$ cat src/rtl/gain_shift_apply_pkg.sv
// gain_shift_apply_pkg: shared rx constants, shift-FSM encoding and saturation width helper.
package gain_shift_apply_pkg;
    typedef enum logic [1:0] {IDLE, STEP_WAIT, FROZEN} state_t;
    localparam int DATA_WIDTH_DEF = 16;
    localparam int MAX_SHIFT_DEF = 4;
    function automatic int sat_width(input int dw, input int ms);
        return dw + ms;
    endfunction
    localparam int SAT_WIDTH = sat_width(DATA_WIDTH_DEF, MAX_SHIFT_DEF);
endpackage

$ cat src/rtl/gain_shift_apply_if.sv
// gain_shift_apply_if: I/Q sample stream in and shifted/saturated stream out.
interface gain_shift_apply_if #(parameter int DATA_WIDTH = 16);
    logic in_valid;
    logic signed [DATA_WIDTH-1:0] i_in, q_in;
    logic out_valid, sat_pulse;
    logic signed [DATA_WIDTH-1:0] i_out, q_out;
    modport master (output in_valid, i_in, q_in, input out_valid, i_out, q_out, sat_pulse);
    modport slave (input in_valid, i_in, q_in, output out_valid, i_out, q_out, sat_pulse);
endinterface

$ cat src/rtl/gain_shift_apply_sat_shift.sv
// sat_shift: combinational left shift in a guard-extended word, then saturate back to DW bits.
module sat_shift import gain_shift_apply_pkg::*; #(
    parameter int DW = DATA_WIDTH_DEF,
    parameter int MS = MAX_SHIFT_DEF
) (
    input  logic signed [DW-1:0] d,
    input  logic [2:0]           sh,
    output logic signed [DW-1:0] y,
    output logic                 sat
);
    localparam int W = sat_width(DW, MS);
    logic signed [W-1:0] w;
    always_comb begin
        w = {{MS{d[DW-1]}}, d} << sh;
        // fits only when every bit above the result's sign bit copies it
        sat = !((&w[W-1:DW-1]) || !(|w[W-1:DW-1]));
        y = sat ? {w[W-1], {(DW-1){!w[W-1]}}} : w[DW-1:0];
    end
endmodule

$ cat src/rtl/gain_shift_apply.sv
// gain_shift_apply: rate-limited shift FSM plus 2-stage I/Q shift-and-saturate pipeline.
module gain_shift_apply import gain_shift_apply_pkg::*; #(
    parameter int DATA_WIDTH = DATA_WIDTH_DEF,
    parameter int MAX_SHIFT = MAX_SHIFT_DEF,
    parameter int STEP_INTERVAL = 64
) (
    input  logic                 clk,
    input  logic                 reset,
    input  logic [2:0]           num_shift_req,
    input  logic                 pkt_active,
    gain_shift_apply_if.slave    s,
    output logic [2:0]           cur_shift,
    output logic                 shift_changed
);
    localparam int CW = $clog2(STEP_INTERVAL + 1);
    state_t state, state_n;
    logic [CW-1:0] cnt, cnt_n;
    logic [2:0] req_c, shift_n, s1;
    logic step, v1, i_sat, q_sat;
    logic signed [DATA_WIDTH-1:0] i1, q1, i_y, q_y;
    always_comb begin
        req_c = num_shift_req > 3'(MAX_SHIFT) ? 3'(MAX_SHIFT) : num_shift_req;
        state_n = state;
        cnt_n = cnt;
        step = 1'b0;
        if (pkt_active) state_n = FROZEN;
        else if (state != STEP_WAIT || req_c == cur_shift) begin
            state_n = req_c == cur_shift ? IDLE : STEP_WAIT;
            cnt_n = '0;
        end else if (s.in_valid) begin
            step = cnt == CW'(STEP_INTERVAL - 1);
            cnt_n = step ? '0 : cnt + CW'(1);
        end
        shift_n = !step ? cur_shift : req_c > cur_shift ? cur_shift + 3'd1 : cur_shift - 3'd1;
    end
    sat_shift #(.DW(DATA_WIDTH), .MS(MAX_SHIFT)) u_sat_i (.d(i1), .sh(s1), .y(i_y), .sat(i_sat));
    sat_shift #(.DW(DATA_WIDTH), .MS(MAX_SHIFT)) u_sat_q (.d(q1), .sh(s1), .y(q_y), .sat(q_sat));
    always_ff @(posedge clk) begin
        if (reset) begin
            state <= IDLE;
            cnt <= '0;
            cur_shift <= '0;
            shift_changed <= 1'b0;
            v1 <= 1'b0;
            i1 <= '0;
            q1 <= '0;
            s1 <= '0;
            s.out_valid <= 1'b0;
            s.sat_pulse <= 1'b0;
            s.i_out <= '0;
            s.q_out <= '0;
        end else begin
            state <= state_n;
            cnt <= cnt_n;
            cur_shift <= shift_n;
            shift_changed <= step;
            v1 <= s.in_valid;
            // the shift is captured with the sample so I and Q always share it
            if (s.in_valid) begin
                i1 <= s.i_in;
                q1 <= s.q_in;
                s1 <= cur_shift;
            end
            s.out_valid <= v1;
            s.sat_pulse <= v1 && (i_sat || q_sat);
            if (v1) begin
                s.i_out <= i_y;
                s.q_out <= q_y;
            end
        end
    end
endmodule

$ cat src/flat_wrapper.sv
// flat-port wrapper written by rule: the top's interface ports become plain ports
module gain_shift_apply_flat import gain_shift_apply_pkg::*;
#(
    parameter int DATA_WIDTH = DATA_WIDTH_DEF,
    parameter int MAX_SHIFT = MAX_SHIFT_DEF,
    parameter int STEP_INTERVAL = 64
)
  (clk, reset, num_shift_req, pkt_active, cur_shift, shift_changed, s_in_valid, s_i_in, s_q_in, s_out_valid, s_i_out, s_q_out, s_sat_pulse);
  gain_shift_apply_if #(.DATA_WIDTH(DATA_WIDTH)) s_i ();
  input  logic clk;
  input  logic reset;
  input  logic [2:0] num_shift_req;
  input  logic pkt_active;
  output logic [2:0] cur_shift;
  output logic shift_changed;
  input wire logic [$bits(s_i.in_valid)-1:0] s_in_valid;
  input wire logic [$bits(s_i.i_in)-1:0] s_i_in;
  input wire logic [$bits(s_i.q_in)-1:0] s_q_in;
  output wire logic [$bits(s_i.out_valid)-1:0] s_out_valid;
  output wire logic [$bits(s_i.i_out)-1:0] s_i_out;
  output wire logic [$bits(s_i.q_out)-1:0] s_q_out;
  output wire logic [$bits(s_i.sat_pulse)-1:0] s_sat_pulse;
  assign s_i.in_valid = s_in_valid;
  assign s_i.i_in = s_i_in;
  assign s_i.q_in = s_q_in;
  assign s_out_valid = s_i.out_valid;
  assign s_i_out = s_i.i_out;
  assign s_q_out = s_i.q_out;
  assign s_sat_pulse = s_i.sat_pulse;
  gain_shift_apply #(.DATA_WIDTH(DATA_WIDTH), .MAX_SHIFT(MAX_SHIFT), .STEP_INTERVAL(STEP_INTERVAL)) u_core (.clk(clk), .reset(reset), .num_shift_req(num_shift_req), .pkt_active(pkt_active), .s(s_i), .cur_shift(cur_shift), .shift_changed(shift_changed));
endmodule
$ cat config.mk
export PLATFORM = sky130hd
export DESIGN_NAME = gain_shift_apply_flat
export DESIGN_NICKNAME = d
export VERILOG_FILES = /design/src/rtl/gain_shift_apply_pkg.sv /design/src/rtl/gain_shift_apply_if.sv /design/src/rtl/gain_shift_apply_sat_shift.sv /design/src/rtl/gain_shift_apply.sv /design/src/flat_wrapper.sv
export SDC_FILE = /design/constraint.sdc
export NUM_CORES = 1
export LEC_CHECK = 0
export CAP_MARGIN = 40
export CORE_ASPECT_RATIO = 1.75
export CORE_MARGIN = 1.5
export CORE_UTILIZATION = 60
export DETAILED_ROUTE_END_ITERATION = 12
export MAX_ROUTING_LAYER = met4
export PLACE_DENSITY = 0.87
export SYNTH_ARGS = -nofsm -noshare
export SYNTH_HDL_FRONTEND = slang
export SYNTH_HIERARCHICAL = 1
export SYNTH_SLANG_ARGS = --single-unit
$ cat constraint.sdc
create_clock -name clk -period 3.26 [get_ports clk]
set_input_delay 0.326 -clock clk [delete_from_list [all_inputs] [get_ports clk]]
set_output_delay 0.326 -clock clk [all_outputs]
set_load 0.1 [all_outputs]
==> metrics.txt, run 1 <==
Post-synth EDFFs=0; Synth Register Bits=83; clock-pin slew on the worst setup and hold paths=0.06 ns; nets=715; TNS Setup=0 ns; worst min-delay path class=in -> reg; Worst IR Drop VDD=0.341 mV; Max-Cap Viols=0; Pwr Density=423 nW/um^2; worst slew pin tran=0.752 ns; port bufs=76; Chip Height=128 um; number of diodes=0; global-route wire length before repair=23.8 mm; clk root buf=clkbuf_16; die area=9550 sq um; post-synthesis async set-or-reset flop share=0%; Total GRT Usage=33.7%; dominant synthesized flop cell=dfxtp_1; Post-DRT Antenna Nets=0; vias in the first global route=4918; Post-Route WL=14.8 mm; CTS tree=done; top cells by count, synth=mux2i_1, nor2_1, dfxtp_1, mux2_2, a31oi_1; cts hold-fix bufs=0; clk_skew=0.00696 ns; Crit path required time=3.51 ns; number of library cell types mapped by synthesis=54; Slew headroom=49.9%; most area-consuming cells after synthesis=dfxtp_1, mux2i_1, nor2_1; cell area after layout=6980 sq um; leading area contributor after synthesis=dfxtp_1; post-synth top area share=30.9%; Final Slew Violations=0; share of cells above drive strength 1=20.3%; Critical Path AT=2.97 ns; Post-CTS Setup Bufs=0; H-tree depth=3; mapped cell area=5370 sq um; wire per inst=18.7 um; gr ovfl total=0; Via Count=4803; CORE AREA=8670 sq um; minimum clock period=2.72 ns; Lkg Pwr=2.68 nW; RSZ-0062 raised after global routing=no; largest net degree at the start of global routing=34; post-cts sizing count=0; Final Setup Violations=0; clk sinks=83; worst hold margin=0.398 ns; syn_area_per_cell=9.25 sq um; Cells after Synth=581; Setup WS post-layout=0.539 ns; Max clock buf depth=2; Seq/Total Area, Yosys=30.9%; Crit. End Element=register; slowest stage cell, crit path=dfxtp_2; Clock Latency Late Sink=0.35 ns; width of the die=74.5 um; Detail Placement HPWL=10.6 mm; Worst Path Class, Setup=reg -> reg; CP peak stage delay=0.69 ns; Top Ports=77; Critical Path Start Type=register; FILL cells=562; initial antenna violation count=0; CTS buffer count=9; drt first pass iters=5; YS warnings=6; CP Max Fanout=26; DRC errors left=0; CP Cell Sequence=buf_4 -> mux2_2 -> nand4_1 -> a32oi_2 -> a31oi_1 -> a21oi_1 -> mux2i_1 -> nor2_1; status=complete, no violations; Synth Net Count=625; Starting Density=62.0%; Via-to-Cell Ratio=6.06; Final Hold Violating Endpoints=0; Final Wtd Congestion=0.913; Layout area overhead=29.9%; Achievable Freq=368 MHz; Final Cycle Share=83.5%; placed instance area=6660 sq um; Placement Setup Slack=0.542 ns; FP Rows=45; count leader, synth=mux2i_1; DRT iter0 DRCs=391
[critical path: cells and delay by family (launching register included)]
kind / cells / cell delay, ns
simple gates: 2 / 0.37
compound gates: 3 / 0.92
buf+inv: 1 / 0.33
flops: 1 / 0.69
mux: 2 / 0.31
[power breakdown]
part | switching, W | leakage [nW] | internal [W]
combinational | 0.000434 | 1.84 | 0.000306
clock | 0.000422 | 0.153 | 0.000672
sequential | 0.0000517 | 0.682 | 0.00107
total | 0.000908 | 2.68 | 0.00204
[state kept, by name, summed over array words and instances (netlist names)]
signal and cells:
u_core/i1 16, u_core/q1 16, u_core/s.i_out 16, u_core/s.q_out 16
u_core/cnt 7, u_core/cur_shift 3, u_core/s1 3, u_core/state 2
u_core/s.out_valid 1, u_core/s.sat_pulse 1, u_core/shift_changed 1, u_core/v1 1
[final cells by class]
class / instances / area, sq um / share of cell area, %
multi-input cells: 435 / 3310 / 47.5
flip-flops and latches: 83 / 1670 / 23.9
repair buffers: 127 / 1480 / 21.2
clock buffers: 10 / 229 / 3.28
well taps: 117 / 146 / 2.10
clock inverters: 6 / 90.1 / 1.29
inverters: 15 / 56.3 / 0.807
[routing by layer]
layer / wire length (um) / GRT usage, % / vias up
met4: 930 / 22.9 / 0
li1: - / - / 2255
met1: 5070 / 32.7 / 2257
met5: 0 / - / -
met3: 758 / 6.53 / 76
met2: 8060 / 58.1 / 215
[metrics by stage]
| step | power [W] | utilization, % | instances |
|---|---|---|---|
| 6_report | 0.00295 | 80.5 | 793 |
| 5_1_grt | 0.00305 | 80.5 | 793 |
| 4_1_cts | 0.00296 | 80.5 | 793 |
| 3_5_place_dp | 0.00187 | 76.8 | 777 |
| 3_3_place_gp | 0.00175 | 69.4 | 737 |
| 2_1_floorplan | 0.00161 | - | 581 |
[cell usage in the layout, fill, tap and decap left out, drive strengths merged, types with 3 or more instances in the layout]
master,count
a211oi,6
a21oi,26
a31oi,29
a32oi,3
and3,3
buf,53
clkbuf,10
clkdlybuf4s50,74
clkinv,3
dfxtp,83
ha,4
inv,15
mux2,32
mux2i,116
nand2,14
nand2b,5
nand3,3
nand4,6
nor2,112
nor2b,8
nor3,5
nor3b,5
o21a,3
o21ai,17
o21bai,3
xor2,5
[worst paths after layout]
kind,from,endpoint,slack [ns],cells past startpoint
max,u_core/s1[1]$_SDFFE_PP0P_,u_core/s.i_out[4]$_SDFFE_PP0P_,0.54,8
min,reset,u_core/s.q_out[15]$_SDFFE_PP0P_,0.40,2
max reg2reg,u_core/s1[1]$_SDFFE_PP0P_,u_core/s.i_out[4]$_SDFFE_PP0P_,0.54,8
min reg2reg,u_core/s.q_out[9]$_SDFFE_PP0P_,u_core/s.q_out[9]$_SDFFE_PP0P_,0.50,2
[cell families (layout without fill, tap and decap cells)]
family	after synthesis	count (layout)	share of synthesized area (%)
flip-flops	83	83	30.9
buffers and inverters	63	158	7.43
AND/OR/NAND/NOR	167	167	13.9
multiplexers	150	150	29.3
XOR/XNOR	6	6	0.978
adder cells (fa/ha/maj)	5	5	1.30
AO/OA/AOI/OAI	107	107	16.2
(Power assumes the default switching activity.)
==> inputs of run 2 (changes only) <==
- CORE_UTILIZATION: 60 -> 50
- PLACE_DENSITY: 0.87 -> 0.77
- clock period: 3.26 -> 2.4 ns (I/O delays scaled with it)
==> run 2 against run 1 <==
Against the previous run:
- sequential power up 35%
- non-clock buffer count fell by 4
- global-route usage decreased by 8.5 points
- cell area shrank 5.8%
- register-to-register slack got worse by 0.42 ns
- die area is 19% higher
- combinational power up 22%
- hold slack worse by 0.044 ns
- fmax is 19% higher
- critical path type unchanged
- setup slack got worse by 0.42 ns
- cell count increased by 0.76%
==> metrics.txt, run 2 (synthesized netlist as in run 1, its figures left out) <==
multi-input logic area=3330 sq um (+0.53%); status=complete, no violations; Critical Path AT=2.48 ns (-0.49 ns); initial antenna violation count=0 (unchanged); worst slew pin tran=0.635 ns (-0.117 ns); Clock Latency Late Sink=0.34 ns (about the same); minimum clock period=2.28 ns (-0.436 ns); DRC errors left=0 (unchanged); largest net degree at the start of global routing=34 (unchanged); worst reg-to-reg setup slack=0.12 ns (-0.42 ns); Total GRT Usage=25.2% (-8.5 points); Detail Placement HPWL=10.2 mm (-3.5%); global-route wire length before repair=21.8 mm (-8.4%); CP Max Fanout=9 (-65%); RSZ-0062 raised after global routing=no; worst min-delay path class=in -> reg; Pwr Density=592 nW/um^2 (+40%); gr ovfl total=0 (unchanged); FILL cells=883 (+57%); H-tree depth=3 (unchanged); Worst IR Drop VDD=0.513 mV (+50%); worst hold stages=5 (+3); Final Wtd Congestion=0.893 (-2.2%); Chip Height=140 um (+9.3%); Slew headroom=57.7% (+7.8 points); Crit path required time=2.60 ns (-0.91 ns); CTS buffer count=9 (unchanged); final core utilization=63.5% (-17 points); placed instance area=6210 sq um (-6.7%); Post-Route WL=13.4 mm (-9.6%); Max-Cap Viols=0 (unchanged); Final Cycle Share=95.2% (+12 points); most frequent cells in the layout=mux2i_1, nor2_1, buf_4; hold_sp=s_in_valid; Crit. End Element=register; Via-to-Cell Ratio=5.74 (-5.2%); Layout area overhead=22.4%; Final Setup Violations=0 (unchanged); Sequential Area=1680 sq um (+0.53%); Starting Density=51.9% (-10 points); port bufs=76 (unchanged); clock-pin slew on the worst setup and hold paths=0.06 ns (about the same); worst r2r dst=u_core/s.i_out[6]$_SDFFE_PP0P_; Final Slew Violations=0 (unchanged); number of diodes=0 (unchanged); Worst Path Class, Setup=reg -> reg; Post-DRT Antenna Nets=0 (unchanged); Max clock buf depth=2 (unchanged); worst r2r src=u_core/s1[0]$_SDFFE_PP0P_; cell area after layout=6580 sq um (-5.8%); width of the die=81.4 um (+9.2%); wire per inst=16.8 um (-10%); cts hold-fix bufs=0 (unchanged); share of cells above drive strength 1=26.0% (+5.8 points); clk sinks=83 (unchanged); Top Ports=77 (unchanged); FP Rows=49 (+8.9%); CORE AREA=10400 sq um (+19%); Final Hold Violating Endpoints=0 (unchanged); commonest non-fill, non-tap cell in the layout=mux2i_1; drt first pass iters=5 (unchanged); clk root buf=clkbuf_16; CTS tree=done; TNS Setup=0 ns (unchanged); nets=711 (-0.56%); Achievable Freq=438 MHz (+19%); vias in the first global route=4565 (-7.2%); Via Count=4586 (-4.5%); Lkg Pwr=2.64 nW (-1.3%); hold worst-path end=u_core/cnt[4]$_SDFFE_PP0P_; Worst R2R Path Depth=9 (+1); DRT iter0 DRCs=156 (-60%); clk_skew=0.00656 ns (-0.000401 ns); die area=11400 sq um (+19%); Critical Path Start Type=register
==> run 2: critical path, cell delays in order, from the launching register on <==
cell      delay (ns)
dfxtp_2         0.43
buf_4           0.22
mux2_2          0.36
a211oi_1        0.33
a221oi_2        0.12
nor2_2          0.22
buf_4           0.19
a21oi_1         0.08
mux2i_1         0.15
nor2_1          0.06
==> run 2: metal layers <==
| metal | GRT usage, % | share of wire (%) |
|---|---|---|
| met5 | - | 0 |
| met4 | 13.3 | 4.6 |
| met3 | 3.32 | 2.5 |
| met2 | 45.5 | 55 |
| met1 | 25.2 | 38 |
==> run 2: repair_timing <==
action / CTS / global route
setup buffers: 0 / 4
setup endpoints to repair: 0 / 3
gates resized for setup: 0 / 3
==> run 2: how the worst max path moves through the flow <==
stage / from / to / slack, ns / cells past startpoint
5_1_grt: u_core/s1[0]$_SDFFE_PP0P_ / u_core/s.i_out[6]$_SDFFE_PP0P_ / 0.01 / 9
6_report: u_core/s1[0]$_SDFFE_PP0P_ / u_core/s.i_out[6]$_SDFFE_PP0P_ / 0.12 / 9
4_1_cts: u_core/s1[1]$_SDFFE_PP0P_ / u_core/s.sat_pulse$_SDFF_PP0_ / 0.12 / 7
3_3_place_gp: num_shift_req[2] / u_core/cur_shift[2]$_SDFFE_PP0P_ / -0.09 / 10
2_1_floorplan: u_core/cur_shift[1]$_SDFFE_PP0P_ / u_core/cur_shift[2]$_SDFFE_PP0P_ / 0.09 / 9
3_5_place_dp: num_shift_req[2] / u_core/cur_shift[2]$_SDFFE_PP0P_ / -0.12 / 10
==> run 2: cell type report <==
class                      count  share of cell area (%)
sequential                    83                    25.5
tap                          127                    2.42
inverter                      15                   0.856
clock inverter                 7                    1.41
timing repair buffer         123                    15.8
multi-input combinational    435                    50.6
clock buffer                   9                    3.43
==> run 2: metrics by stage <==
stage | std cells | hold WS, ns | worst slack, ns | power [W]
after floorplan | 581 | 0.316 | 0.0852 | 0.00218
after global placement | 778 | 0.476 | -0.0868 | 0.00240
after detailed placement | 779 | 0.484 | -0.125 | 0.00243
after CTS | 795 | 0.342 | 0.115 | 0.00392
after global routing | 799 | 0.398 | 0.00990 | 0.00405
final | 799 | 0.355 | 0.115 | 0.00389
==> run 2: where the power goes <==
part	internal, W	total, W	switching, W
registers	0.00145	0.00151	0.0000609
clock network	0.000909	0.00148	0.000571
logic	0.000338	0.000904	0.000566
total	0.00269	0.00389	0.00120
